[src/rtl/apb_pkg.sv]
// rtl/apb_pkg.sv - shared encodings for the APB bridge master and its address decoder
package apb_pkg;

  // FSM state encodings
  localparam logic [1:0] ST_IDLE   = 2'd0;
  localparam logic [1:0] ST_SETUP  = 2'd1;
  localparam logic [1:0] ST_ACCESS = 2'd2;
  localparam logic [1:0] ST_RESP   = 2'd3;

  typedef enum logic [1:0] {
    IDLE   = ST_IDLE,
    SETUP  = ST_SETUP,
    ACCESS = ST_ACCESS,
    RESP   = ST_RESP
  } state_t;

  // One-hot slave selects on the shared peripheral bus
  localparam logic [1:0] PSEL_NONE = 2'b00;
  localparam logic [1:0] PSEL_GPIO = 2'b01;
  localparam logic [1:0] PSEL_UART = 2'b10;

  // Top address nibble that maps to each slave
  localparam logic [3:0] SLV_GPIO = 4'h0;
  localparam logic [3:0] SLV_UART = 4'h1;

endpackage

[src/rtl/apb_bridge_master_if.sv]
// rtl/apb_bridge_master_if.sv - request/response and APB bus signals of the bridge
interface apb_bridge_master_if #(
  parameter int ADDR_W = 32,
  parameter int DATA_W = 32
);

  logic              req_valid;
  logic              req_ready;
  logic              req_write;
  logic [ADDR_W-1:0] req_addr;
  logic [DATA_W-1:0] req_wdata;

  logic              rsp_valid;
  logic [DATA_W-1:0] rsp_rdata;
  logic              rsp_err;

  logic [1:0]        psel;
  logic              pen;
  logic              pwr;
  logic [ADDR_W-1:0] pAdd;
  logic [DATA_W-1:0] pwData;
  logic              pready;
  logic [DATA_W-1:0] prdata;

  // Bridge side: consumes requests, produces responses, drives the APB bus
  modport master (
    input  req_valid, req_write, req_addr, req_wdata,
    output req_ready,
    output rsp_valid, rsp_rdata, rsp_err,
    output psel, pen, pwr, pAdd, pwData,
    input  pready, prdata
  );

  // Environment side: request source, response sink and APB slaves
  modport slave (
    output req_valid, req_write, req_addr, req_wdata,
    input  req_ready,
    input  rsp_valid, rsp_rdata, rsp_err,
    input  psel, pen, pwr, pAdd, pwData,
    output pready, prdata
  );

endinterface

[src/rtl/apb_addr_decode.sv]
// rtl/apb_addr_decode.sv - maps the top address nibble to a slave select or a decode error
module apb_addr_decode
  import apb_pkg::*;
(
  input  logic [3:0] slv,
  output logic [1:0] psel,
  output logic       dec_err
);

  // Unknown nibbles select nothing and flag an error
  always_comb begin
    psel    = PSEL_NONE;
    dec_err = 1'b0;
    case (slv)
      SLV_GPIO: psel = PSEL_GPIO;
      SLV_UART: psel = PSEL_UART;
      default:  dec_err = 1'b1;
    endcase
  end

endmodule

[src/rtl/apb_bridge_master.sv]
// rtl/apb_bridge_master.sv - single-transfer APB master with decode, wait states and timeout
module apb_bridge_master
  import apb_pkg::*;
#(
  parameter int ADDR_W  = 32,
  parameter int DATA_W  = 32,
  parameter int TIMEOUT = 16
) (
  input  logic               clk,
  input  logic               rst,
  apb_bridge_master_if.master bus
);

  // Wide enough to hold TIMEOUT-1 even when TIMEOUT is 1
  localparam int CNT_W = $clog2(TIMEOUT + 1);

  state_t            state_q, state_nx;
  logic [1:0]        psel_q, psel_nx;
  logic              pen_q, pen_nx;
  logic              pwr_q, pwr_nx;
  logic [ADDR_W-1:0] padd_q, padd_nx;
  logic [DATA_W-1:0] pwdata_q, pwdata_nx;
  logic [DATA_W-1:0] rdata_q, rdata_nx;
  logic              err_q, err_nx;
  logic [CNT_W-1:0]  cnt_q, cnt_nx;

  logic [1:0]        dec_psel;
  logic              dec_err;

  apb_addr_decode u_dec (
    .slv     (bus.req_addr[ADDR_W-1 -: 4]),
    .psel    (dec_psel),
    .dec_err (dec_err)
  );

  // Next-state and next-output logic; registers hold unless a state says otherwise
  always_comb begin
    state_nx  = state_q;
    psel_nx   = psel_q;
    pen_nx    = pen_q;
    pwr_nx    = pwr_q;
    padd_nx   = padd_q;
    pwdata_nx = pwdata_q;
    rdata_nx  = rdata_q;
    err_nx    = err_q;
    cnt_nx    = cnt_q;
    case (state_q)
      IDLE: begin
        if (bus.req_valid) begin
          if (dec_err) begin
            rdata_nx = '0;
            err_nx   = 1'b1;
            state_nx = RESP;
          end else begin
            psel_nx   = dec_psel;
            pwr_nx    = bus.req_write;
            padd_nx   = bus.req_addr;
            pwdata_nx = bus.req_wdata;
            pen_nx    = 1'b0;
            state_nx  = SETUP;
          end
        end
      end
      SETUP: begin
        pen_nx   = 1'b1;
        cnt_nx   = '0;
        state_nx = ACCESS;
      end
      ACCESS: begin
        if (bus.pready) begin
          rdata_nx = pwr_q ? '0 : bus.prdata;
          err_nx   = 1'b0;
          psel_nx  = PSEL_NONE;
          pen_nx   = 1'b0;
          state_nx = RESP;
        end else if (cnt_q == CNT_W'(TIMEOUT - 1)) begin
          rdata_nx = '0;
          err_nx   = 1'b1;
          psel_nx  = PSEL_NONE;
          pen_nx   = 1'b0;
          state_nx = RESP;
        end else begin
          cnt_nx = cnt_q + CNT_W'(1);
        end
      end
      RESP: begin
        state_nx = IDLE;
      end
      default: state_nx = IDLE;
    endcase
  end

  // State and bus registers; reset drops any transfer in flight
  always_ff @(posedge clk) begin
    if (rst) begin
      state_q  <= IDLE;
      psel_q   <= PSEL_NONE;
      pen_q    <= 1'b0;
      pwr_q    <= 1'b0;
      padd_q   <= '0;
      pwdata_q <= '0;
      rdata_q  <= '0;
      err_q    <= 1'b0;
      cnt_q    <= '0;
    end else begin
      state_q  <= state_nx;
      psel_q   <= psel_nx;
      pen_q    <= pen_nx;
      pwr_q    <= pwr_nx;
      padd_q   <= padd_nx;
      pwdata_q <= pwdata_nx;
      rdata_q  <= rdata_nx;
      err_q    <= err_nx;
      cnt_q    <= cnt_nx;
    end
  end

  assign bus.req_ready = (state_q == IDLE) && !rst;
  assign bus.rsp_valid = (state_q == RESP);
  assign bus.rsp_rdata = rdata_q;
  assign bus.rsp_err   = err_q;
  assign bus.psel      = psel_q;
  assign bus.pen       = pen_q;
  assign bus.pwr       = pwr_q;
  assign bus.pAdd      = padd_q;
  assign bus.pwData    = pwdata_q;

endmodule

[src/flat_wrapper.sv]
// flat-port wrapper written by rule: the top's interface ports become plain ports
module apb_bridge_master_flat import apb_pkg::*;
#(
  parameter int ADDR_W  = 32,
  parameter int DATA_W  = 32,
  parameter int TIMEOUT = 16
)
  (clk, rst, bus_req_valid, bus_req_write, bus_req_addr, bus_req_wdata, bus_req_ready, bus_rsp_valid, bus_rsp_rdata, bus_rsp_err, bus_psel, bus_pen, bus_pwr, bus_pAdd, bus_pwData, bus_pready, bus_prdata);
  apb_bridge_master_if #(.ADDR_W(ADDR_W), .DATA_W(DATA_W)) bus_i ();
  input  logic clk;
  input  logic rst;
  input wire logic [$bits(bus_i.req_valid)-1:0] bus_req_valid;
  input wire logic [$bits(bus_i.req_write)-1:0] bus_req_write;
  input wire logic [$bits(bus_i.req_addr)-1:0] bus_req_addr;
  input wire logic [$bits(bus_i.req_wdata)-1:0] bus_req_wdata;
  output wire logic [$bits(bus_i.req_ready)-1:0] bus_req_ready;
  output wire logic [$bits(bus_i.rsp_valid)-1:0] bus_rsp_valid;
  output wire logic [$bits(bus_i.rsp_rdata)-1:0] bus_rsp_rdata;
  output wire logic [$bits(bus_i.rsp_err)-1:0] bus_rsp_err;
  output wire logic [$bits(bus_i.psel)-1:0] bus_psel;
  output wire logic [$bits(bus_i.pen)-1:0] bus_pen;
  output wire logic [$bits(bus_i.pwr)-1:0] bus_pwr;
  output wire logic [$bits(bus_i.pAdd)-1:0] bus_pAdd;
  output wire logic [$bits(bus_i.pwData)-1:0] bus_pwData;
  input wire logic [$bits(bus_i.pready)-1:0] bus_pready;
  input wire logic [$bits(bus_i.prdata)-1:0] bus_prdata;
  assign bus_i.req_valid = bus_req_valid;
  assign bus_i.req_write = bus_req_write;
  assign bus_i.req_addr = bus_req_addr;
  assign bus_i.req_wdata = bus_req_wdata;
  assign bus_req_ready = bus_i.req_ready;
  assign bus_rsp_valid = bus_i.rsp_valid;
  assign bus_rsp_rdata = bus_i.rsp_rdata;
  assign bus_rsp_err = bus_i.rsp_err;
  assign bus_psel = bus_i.psel;
  assign bus_pen = bus_i.pen;
  assign bus_pwr = bus_i.pwr;
  assign bus_pAdd = bus_i.pAdd;
  assign bus_pwData = bus_i.pwData;
  assign bus_i.pready = bus_pready;
  assign bus_i.prdata = bus_prdata;
  apb_bridge_master #(.ADDR_W(ADDR_W), .DATA_W(DATA_W), .TIMEOUT(TIMEOUT)) u_core (.clk(clk), .rst(rst), .bus(bus_i));
endmodule
[config.mk]
export PLATFORM = sky130hd
export DESIGN_NAME = apb_bridge_master_flat
export DESIGN_NICKNAME = d
export VERILOG_FILES = /design/src/rtl/apb_pkg.sv /design/src/rtl/apb_bridge_master_if.sv /design/src/rtl/apb_addr_decode.sv /design/src/rtl/apb_bridge_master.sv /design/src/flat_wrapper.sv
export SDC_FILE = /design/constraint.sdc
export NUM_CORES = 1
export LEC_CHECK = 0
export ABC_CLOCK_PERIOD_IN_PS = 3650
export BUFFER_PORTS_ARGS = -buffer_cell sky130_fd_sc_hd__buf_2
export CORE_AREA = 5 5 92 116
export DETAILED_ROUTE_END_ITERATION = 12
export DIE_AREA = 0 0 97 121
export GPL_ROUTABILITY_DRIVEN = 0
export PLACE_DENSITY_LB_ADDON = 0.05
export SLEW_MARGIN = 20
export SYNTH_ARGS = -nofsm -noshare
export SYNTH_HDL_FRONTEND = slang
export SYNTH_SLANG_ARGS = --single-unit
[constraint.sdc]
create_clock -name clk -period 3.65 [get_ports clk]
set_input_delay 0.1825 -clock clk [delete_from_list [all_inputs] [get_ports clk]]
set_output_delay 0.1825 -clock clk [all_outputs]
set_load 0.01 [all_outputs]
==> metrics.md, run 1 <==
| Metric | Value |
|---|---|
| Largest net degree at the start of global routing | between 60 and 70 |
| Placed cell area | 0.005672 mm² |
| Fmax achieved | ~410 MHz |
| Hold Path Class | in2reg |
| Worst-path clk slew | 60 ps |
| Post-cts hold buffer count | 0 |
| Crit Path Class | reg2reg |
| Largest family of logic cells by synthesized area | compound AO/OA/AOI/OAI gates |
| GRT Resource Usage Total | 0.2006 |
| CTS Buf Count | 9 |
| Worst EP arrival | about 2700 ps |
| Detailed Routing Iterations Pass 1 | 4 |
| Root Driver | clkbuf_16 |
| Slew @ Worst Pin | 693.6 ps |
| H-tree levels | 3 |
| Synth Area in Adders | 0.01607 |
| Xor and xnor fraction of the mapped netlist area | 0 |
| Max_cap viols | 0 |
| Vias per Instance | 5.273 |
| Final setup TNS | 0 ps |
| Diode count | 0 |
| Design area | 0.005944 mm² |
| Period Utilization, post-route | 0.6668 |
| Clk_lat worst skew | 340 ps |
| Post-CTS Resized | 0 |
| # fillers | ~840 |
| Die Height | 121 µm |
| Initial core utilization | 0.4939 |
| Seq cells post-synth | 108 |
| Syn nets | 609 |
| Outcome | finished clean |
| Mapped cell area | roughly 0.0047 mm² |
| Setup bufs post-CTS | 0 |
| Port bufs | between 200 and 250 |
| DRT iter0 DRCs | 185 |
| Max clock buf depth | 2 |
| CTS tree | built |
| Post-synthesis sequential area ratio | 0.4628 |
| Worst setup SP type | register |
| Layout Area Growth over Synthesis | 27.24% |
| Max FO, Critical Path | 36 |
| Layout cells sized above 1 | 0.4191 |
| Vias in the first global route | 4048 |
| Die Width | 97 µm |
| Final hold violations | 0 |
| Number of antenna violations at the first check in global routing | 0 |
| Rel. slew slack | 0.5376 |
| Die area | between 0.01 and 0.015 mm² |
| Post-layout min period | about 2400 ps |
| Fin nets | just under 800 |
| Final setup violation count | 0 |
| Vias after detailed routing | ~4300 |
| Post-route DRC | 0 |
| RSZ-0062 raised after global routing | false |
| Leakage power | 2.787 nW |
| Max IR drop VDD | roughly 0.42 mV |
| Mapped Cells | ~500 |
| Simple-Gate Fraction of Synth Area | 0.1813 |
| Routed wire per std cell | 15.18 µm |
| Syn avg cell area | 9.307 µm² |
| Grt total ovfl | 0 |
| Final core occ | 0.6284 |
| Critical Path End Type | register |
| Syn. warnings | 0 |
| Number of I/O pins | 204 |
| Drt total wl | 12230 µm |
| DRT antenna net count | 0 |
| Fin. max-slew vios | 0 |
| Distinct cell type count after synthesis | 34 |
| Core area | 0.009459 mm² |
| PnR Total Power | 2.919 mW |
| Worst Path Required | 3930 ps |
| Hold slack | 62.36 ps |
| Final Skew | 4.891 ps |
| FP Rows | 40 |
| PD cells | ~490 mW/mm² |
| Global-route wire length before repair | 19580 µm |
| Final HPWL DP | 8276 µm |
| Multiplexer area fraction after synthesis | 0.07981 |
| Clock sinks | 108 |
| Complex-gate fraction of the synthesized area | 0.1990 |
==> power by group <==
| group | internal, mW | switching, mW | total [mW] |
|---|---|---|---|
| registers | 1.25 | 0.0401 | 1.29 |
| clock network | 0.523 | 0.400 | 0.923 |
| logic | 0.314 | 0.396 | 0.710 |
==> synth_stat cells <==
cell type	count	area share
dfxtp_1	108	0.46
nand2_1	72	0.058
a21oi_1	68	0.073
nand2b_1	64	0.086
a31o_2	55	0.10
mux2i_1	35	0.075
clkbuf_1	28	0.022
buf_2	9	0.0096
buf_6	9	0.022
a31o_1	6	0.011
ha_1	6	0.016
inv_1	6	0.0048
nand3_1	5	0.0054
nor3b_1	4	0.0064
o21ai_0	4	0.0043
nor2b_1	2	0.0027
nor4_1	2	0.0027
o32ai_1	2	0.0038
or3_1	2	0.0027
a2111oi_0	1	0.0019
and2_1	1	0.0013
and3_1	1	0.0013
buf_4	1	0.0016
inv_2	1	0.00080
mux2_1	1	0.0024
mux2_2	1	0.0024
nor2_1	1	0.00080
nor3_1	1	0.0011
nor3_4	1	0.0035
nor3b_2	1	0.0027
nor4b_2	1	0.0032
nor4bb_1	1	0.0021
o31a_1	1	0.0019
or3b_1	1	0.0019
==> critical path, stage by stage, from the launching register on <==
cell	delay, ps
dfxtp_1	330
inv_1	100
ha_1	300
nor4b_4	330
and2_2	660
buf_4	430
a31o_2	200
==> cell families after synthesis <==
kind of cell | Yosys count
compound gates | 137
flops | 108
mux | 37
simple gates | 160
buf+inv | 54
fa+ha+maj | 6
==> through the flow <==
stage	std cells	setup WS, ps
6_report	806	1216
5_1_grt	806	1010
4_1_cts	806	1195
3_5_place_dp	792	1245
3_3_place_gp	792	1299
2_1_floorplan	502	1750
==> metal layers <==
| metal | track usage | wire [µm] | vias up |
|---|---|---|---|
| li1 | - | - | 2097 |
| met1 | 0.2394 | 5126 | 1991 |
| met2 | 0.3450 | 6070 | 149 |
| met3 | 0.06671 | 917 | 13 |
| met4 | 0.05531 | 118 | 0 |
| met5 | 0 | 0 | - |
==> worst paths after layout <==
check	from	end	slack (ps)	cells after the start
worst max-delay path	u_core.state_q[1]	u_core.bus.pAdd[27]	1220	6
worst max register to register	u_core.state_q[1]	u_core.bus.pAdd[27]	1220	6
worst min-delay path	bus_req_wdata[13]	u_core.bus.pwData[13]	60	2
worst min register to register	u_core.bus.rsp_rdata[15]	u_core.bus.rsp_rdata[15]	450	2
==> flip-flops by register name, summed over array words and instances, names as in the netlist <==
| name | cells |
|---|---|
| u_core.cnt_q | 5 |
| u_core.state_q | 2 |
| u_core.bus.pAdd | 32 |
| u_core.bus.psel | 2 |
| u_core.bus.pwData | 32 |
| u_core.bus.pwr | 1 |
| u_core.bus.rsp_rdata | 32 |
| u_core.bus.pen | 1 |
| u_core.bus.rsp_err | 1 |
==> cell usage in the layout (no fill, tap or decap), drive strengths merged <==
cell / count
nand2b: 64
clkinv: 2
clkbuf: 11
o32ai: 2
bufinv: 1
a2111oi: 1
nor4b: 1
dfxtp: 108
o31a: 1
mux2: 2
or3b: 1
nor2: 1
a21oi: 68
and3: 1
a31o: 61
mux2i: 35
o21ai: 4
nor2b: 2
and2: 1
nor4bb: 1
inv: 7
nor3: 2
buf: 211
nand3: 5
nor4: 2
nand2: 72
ha: 6
or3: 2
nor3b: 5
==> cell type report <==
| type | count | area [µm²] | share of cell area |
|---|---|---|---|
| timing repair buffer | 211 | 1076 | 0.1810 |
| sequential | 108 | 2162 | 0.3637 |
| clock inverter | 3 | 40.04 | 0.006735 |
| multi-input combinational | 340 | 2250 | 0.3784 |
| tap | 126 | 157.7 | 0.02652 |
| clock buffer | 11 | 232.7 | 0.03915 |
| inverter | 7 | 26.28 | 0.004420 |
Note: power is estimated with default switching activity, not from simulation.
==> inputs of run 2 (changes only) <==
Settings changed: ABC_AREA set to 1, ABC_CLOCK_PERIOD_IN_PS 3650 to 2000, CORE_AREA 5 5 92 116 to 5 5 98 123, DIE_AREA 0 0 97 121 to 0 0 103 128.
Clock period 3.65 ns to 2 ns, I/O delays scaled along.
==> run 2 against run 1 <==
  * Via count up 6.5%
  * Worst setup slack worse by 1000 ps
  * Highest routed layer unchanged
  * Critical path depth up 6
==> metrics.md, run 2 <==
| Metric | Value |
|---|---|
| Seq cells post-synth | 108 (unchanged) |
| Outcome | finished clean |
| Critical R2R Capture | u_core.bus.rsp_rdata[21] |
| DP Cell Count | 930 (+17%) |
| Final hold violations | 0 (unchanged) |
| Worst-path clk slew | 70 ps (about the same) |
| Area share of the largest cell type after synthesis | 0.4930 (+0.03024) |
| Period Utilization, post-route | 0.9033 (+0.2365) |
| Slack of the worst reg-to-reg path | 190 ps (-1020 ps) |
| Reg2Reg Depth | 12 (+6) |
| Hold slack | 7.304 ps (-55.06 ps) |
| Grt total ovfl | 0 (unchanged) |
| Layout cells sized above 1 | 0.2789 (-0.1402) |
| Leakage power | 3.112 nW (+12%) |
| Worst setup SP type | register |
| Worst setup startpoint | u_core.cnt_q[0] |
| Clock sinks | 108 (unchanged) |
| Vias per Instance | 4.561 (-13%) |
| Worst EP arrival | 2040 ps (-680 ps) |
| Delay-heaviest family, CP | simple AND/OR/NAND/NOR gates |
| Critical Path End Type | register |
| Port bufs | 203 (unchanged) |
| Final Skew | 4.474 ps (-0.4167 ps) |
| Slew @ Worst Pin | 430.1 ps (-263.5 ps) |
| Worst path cell trace | ha_1 -> inv_1 -> nor2_1 -> ha_1 -> inv_1 -> nand3_4 -> inv_1 -> nor2_4 -> buf_12 -> nand3_1 -> nand2_1 -> nor2_1 |
| Vias after detailed routing | 4525 (+6.5%) |
| Die area | 0.01318 mm² (+12%) |
| Synth cell count leaders | nand2_1, dfxtp_1, a21oi_1 |
| GRT Resource Usage Total | 0.1844 (-0.01623) |
| Synth area leader | dfxtp_1 |
| Crit-path most repeated cell | inv_1 |
| Setup bufs post-CTS | 0 (unchanged) |
| Number of synthesized flops with an enable pin | 0 (unchanged) |
| Fmax achieved | 553.5 MHz (+35%) |
| Largest net degree at the start of global routing | 63 (-1.6%) |
| Hold Path Class | in2reg |
| Die Height | 128 µm (+5.8%) |
| Core area | 0.01087 mm² (+15%) |
| CTS tree | built |
| Rel. slew slack | 0.7133 (+0.1757) |
| Drt total wl | 12540 µm (+2.6%) |
| Post-layout min period | 1807 ps (-627.3 ps) |
| Synth area leaders | dfxtp_1, nand2_1, a21oi_1 |
| Crit Path Class | reg2reg |
| Dominant synthesized flop cell | dfxtp_1 |
| Max IR drop VDD | 0.5079 mV (+21%) |
| Diode count | 0 (unchanged) |
| Layout Area Growth over Synthesis | 42.88% |
| Placed cell area | 0.005497 mm² (-3.1%) |
| PnR Total Power | 6.984 mW (+140%) |
| Max clock buf depth | 2 (unchanged) |
| Mapped Cells | 618 (+23%) |
| Vias in the first global route | 4161 (+2.8%) |
| CP bufs+invs | 4 (+2) |
| Max_cap viols | 0 (unchanged) |
| Syn. warnings | 0 (unchanged) |
| Commonest non-fill, non-tap cell in the layout | nand2_1 |
| Worst setup margin | 193.5 ps (-1023 ps) |
| Distinct cell type count after synthesis | 22 (-35%) |
| Initial core utilization | 0.4035 (-0.09039) |
| Post-route DRC | 0 (unchanged) |
| Max stage delay on crit path | 380 ps (-280 ps) |
| Number of I/O pins | 204 (unchanged) |
| Detailed Routing Iterations Pass 1 | 6 (+2) |
| Final setup violation count | 0 (unchanged) |
| PD cells | 1115 mW/mm² (+130%) |
| Global-route wire length before repair | 19560 µm (about the same) |
| Final setup TNS | 0 ps (unchanged) |
| Number of antenna violations at the first check in global routing | 0 (unchanged) |
| Design area | 0.006266 mm² (+5.4%) |
| Worst Path Required | 2240 ps (-1690 ps) |
| Final core occ | 0.5766 (-0.05188) |
| Clk_lat worst skew | 340 ps (about the same) |
| Syn avg cell area | 7.096 µm² (-24%) |
| Count leader, synth | nand2_1 |
| CTS Buf Count | 9 (unchanged) |
| CP Capture Point | u_core.bus.rsp_rdata[21] |
| Fin cells | 992 (+23%) |
| Mapped cell area | 0.004385 mm² (-6.1%) |
| Routed wire per std cell | 12.65 µm (-17%) |
| Fin. max-slew vios | 0 (unchanged) |
| Dpl ws | 172.4 ps (-1073 ps) |
| DRT antenna net count | 0 (unchanged) |
| Syn nets | 725 (+19%) |
| Cell depth of the worst setup path | 12 (+6) |
| Critical-path top delay cell | dfxtp_1 |
| Ys async rst share | 0 (unchanged) |
| FP Rows | 43 (+7.5%) |
| Max FO, Critical Path | 20 (-44%) |
| DRT iter0 DRCs | 137 (-26%) |
| Post-synthesis sequential area ratio | 0.4930 (+0.03024) |
| FF-to-FF Start | u_core.cnt_q[0] |
| Final HPWL DP | 8545 µm (+3.2%) |
| H-tree levels | 3 (unchanged) |
| Fin nets | 959 (+22%) |
| Die Width | 103 µm (+6.2%) |
| Root Driver | clkbuf_16 |
| Most frequent cells in the layout | nand2_1, buf_2, dfxtp_1 |
-- run 2: cell types whose count changed in the layout (fill, tap and decap cells not counted), sizes merged, moves of 3 or more --
cell | previous run | this run
nor2 | 1 | 80
dlygate4sd3 | 0 | 45
mux2i | 35 | 0
inv | 7 | 52
nand3 | 5 | 29
nor3b | 5 | 0
buf | 211 | 214
o21ai | 4 | 1
nand2 | 72 | 213
nand2b | 64 | 0
a21oi | 68 | 87
a31o | 61 | 0
-- run 2: cell type report --
| type | count | area, µm² |
|---|---|---|
| sequential | 108 | 2162 |
| timing repair buffer | 260 | 1624 |
| tap | 135 | 168.9 |
| inverter | 51 | 191.4 |
| fill | 1039 | 4602 |
| multi-input combinational | 422 | 1833 |
| clock buffer | 11 | 252.7 |
| clock inverter | 5 | 33.78 |
-- run 2: tightest hold or removal path: cells and delay by family --
family	cells	cell delay, ps
buffers and inverters	1	90
AO/OA/AOI/OAI	1	60
AND/OR/NAND/NOR	1	50
-- run 2: worst min-delay path by stage --
stage	from	end	slack, ps	cells past startpoint
floorplan	bus_req_addr[10]	u_core.bus.pAdd[10]	240	2
global placement	bus_req_wdata[20]	u_core.bus.pwData[20]	350	3
detailed placement	bus_req_wdata[18]	u_core.bus.pwData[18]	350	3
CTS	bus_req_wdata[22]	u_core.bus.pwData[22]	0.4	3
global route	bus_req_addr[13]	u_core.bus.pAdd[13]	4	3
finish	bus_req_wdata[22]	u_core.bus.pwData[22]	7	3
-- run 2: cells by family after synthesis --
logic type	synth area share
adders and majority gates	0.01712
buffers and inverters	0.09073
AOI/OAI and AO/OA	0.1036
DFF	0.4930
and+or+nand+nor	0.2956
-- run 2: repair_timing --
item / CTS / global route
endpoints found under the setup margin: 0 / 14
endpoints found under the hold margin: 44 / 1
hold buffers: 44 / 1
resized for setup: 0 / 1
-- run 2: power breakdown --
group          internal (mW)  switching [mW]  total, mW
Combinational           1.09            1.50       2.60
Clock                  0.913           0.777       1.69
Sequential              2.52           0.182       2.70
-- run 2: metal layers --
metal / vias to the layer above / GRT usage / share of wire
li1: 2379 / - / -
met1: 1960 / 0.2231 / 0.40
met2: 170 / 0.3019 / 0.49
met3: 16 / 0.06532 / 0.10
met4: 0 / 0.06174 / 0.018
met5: - / 0 / 0
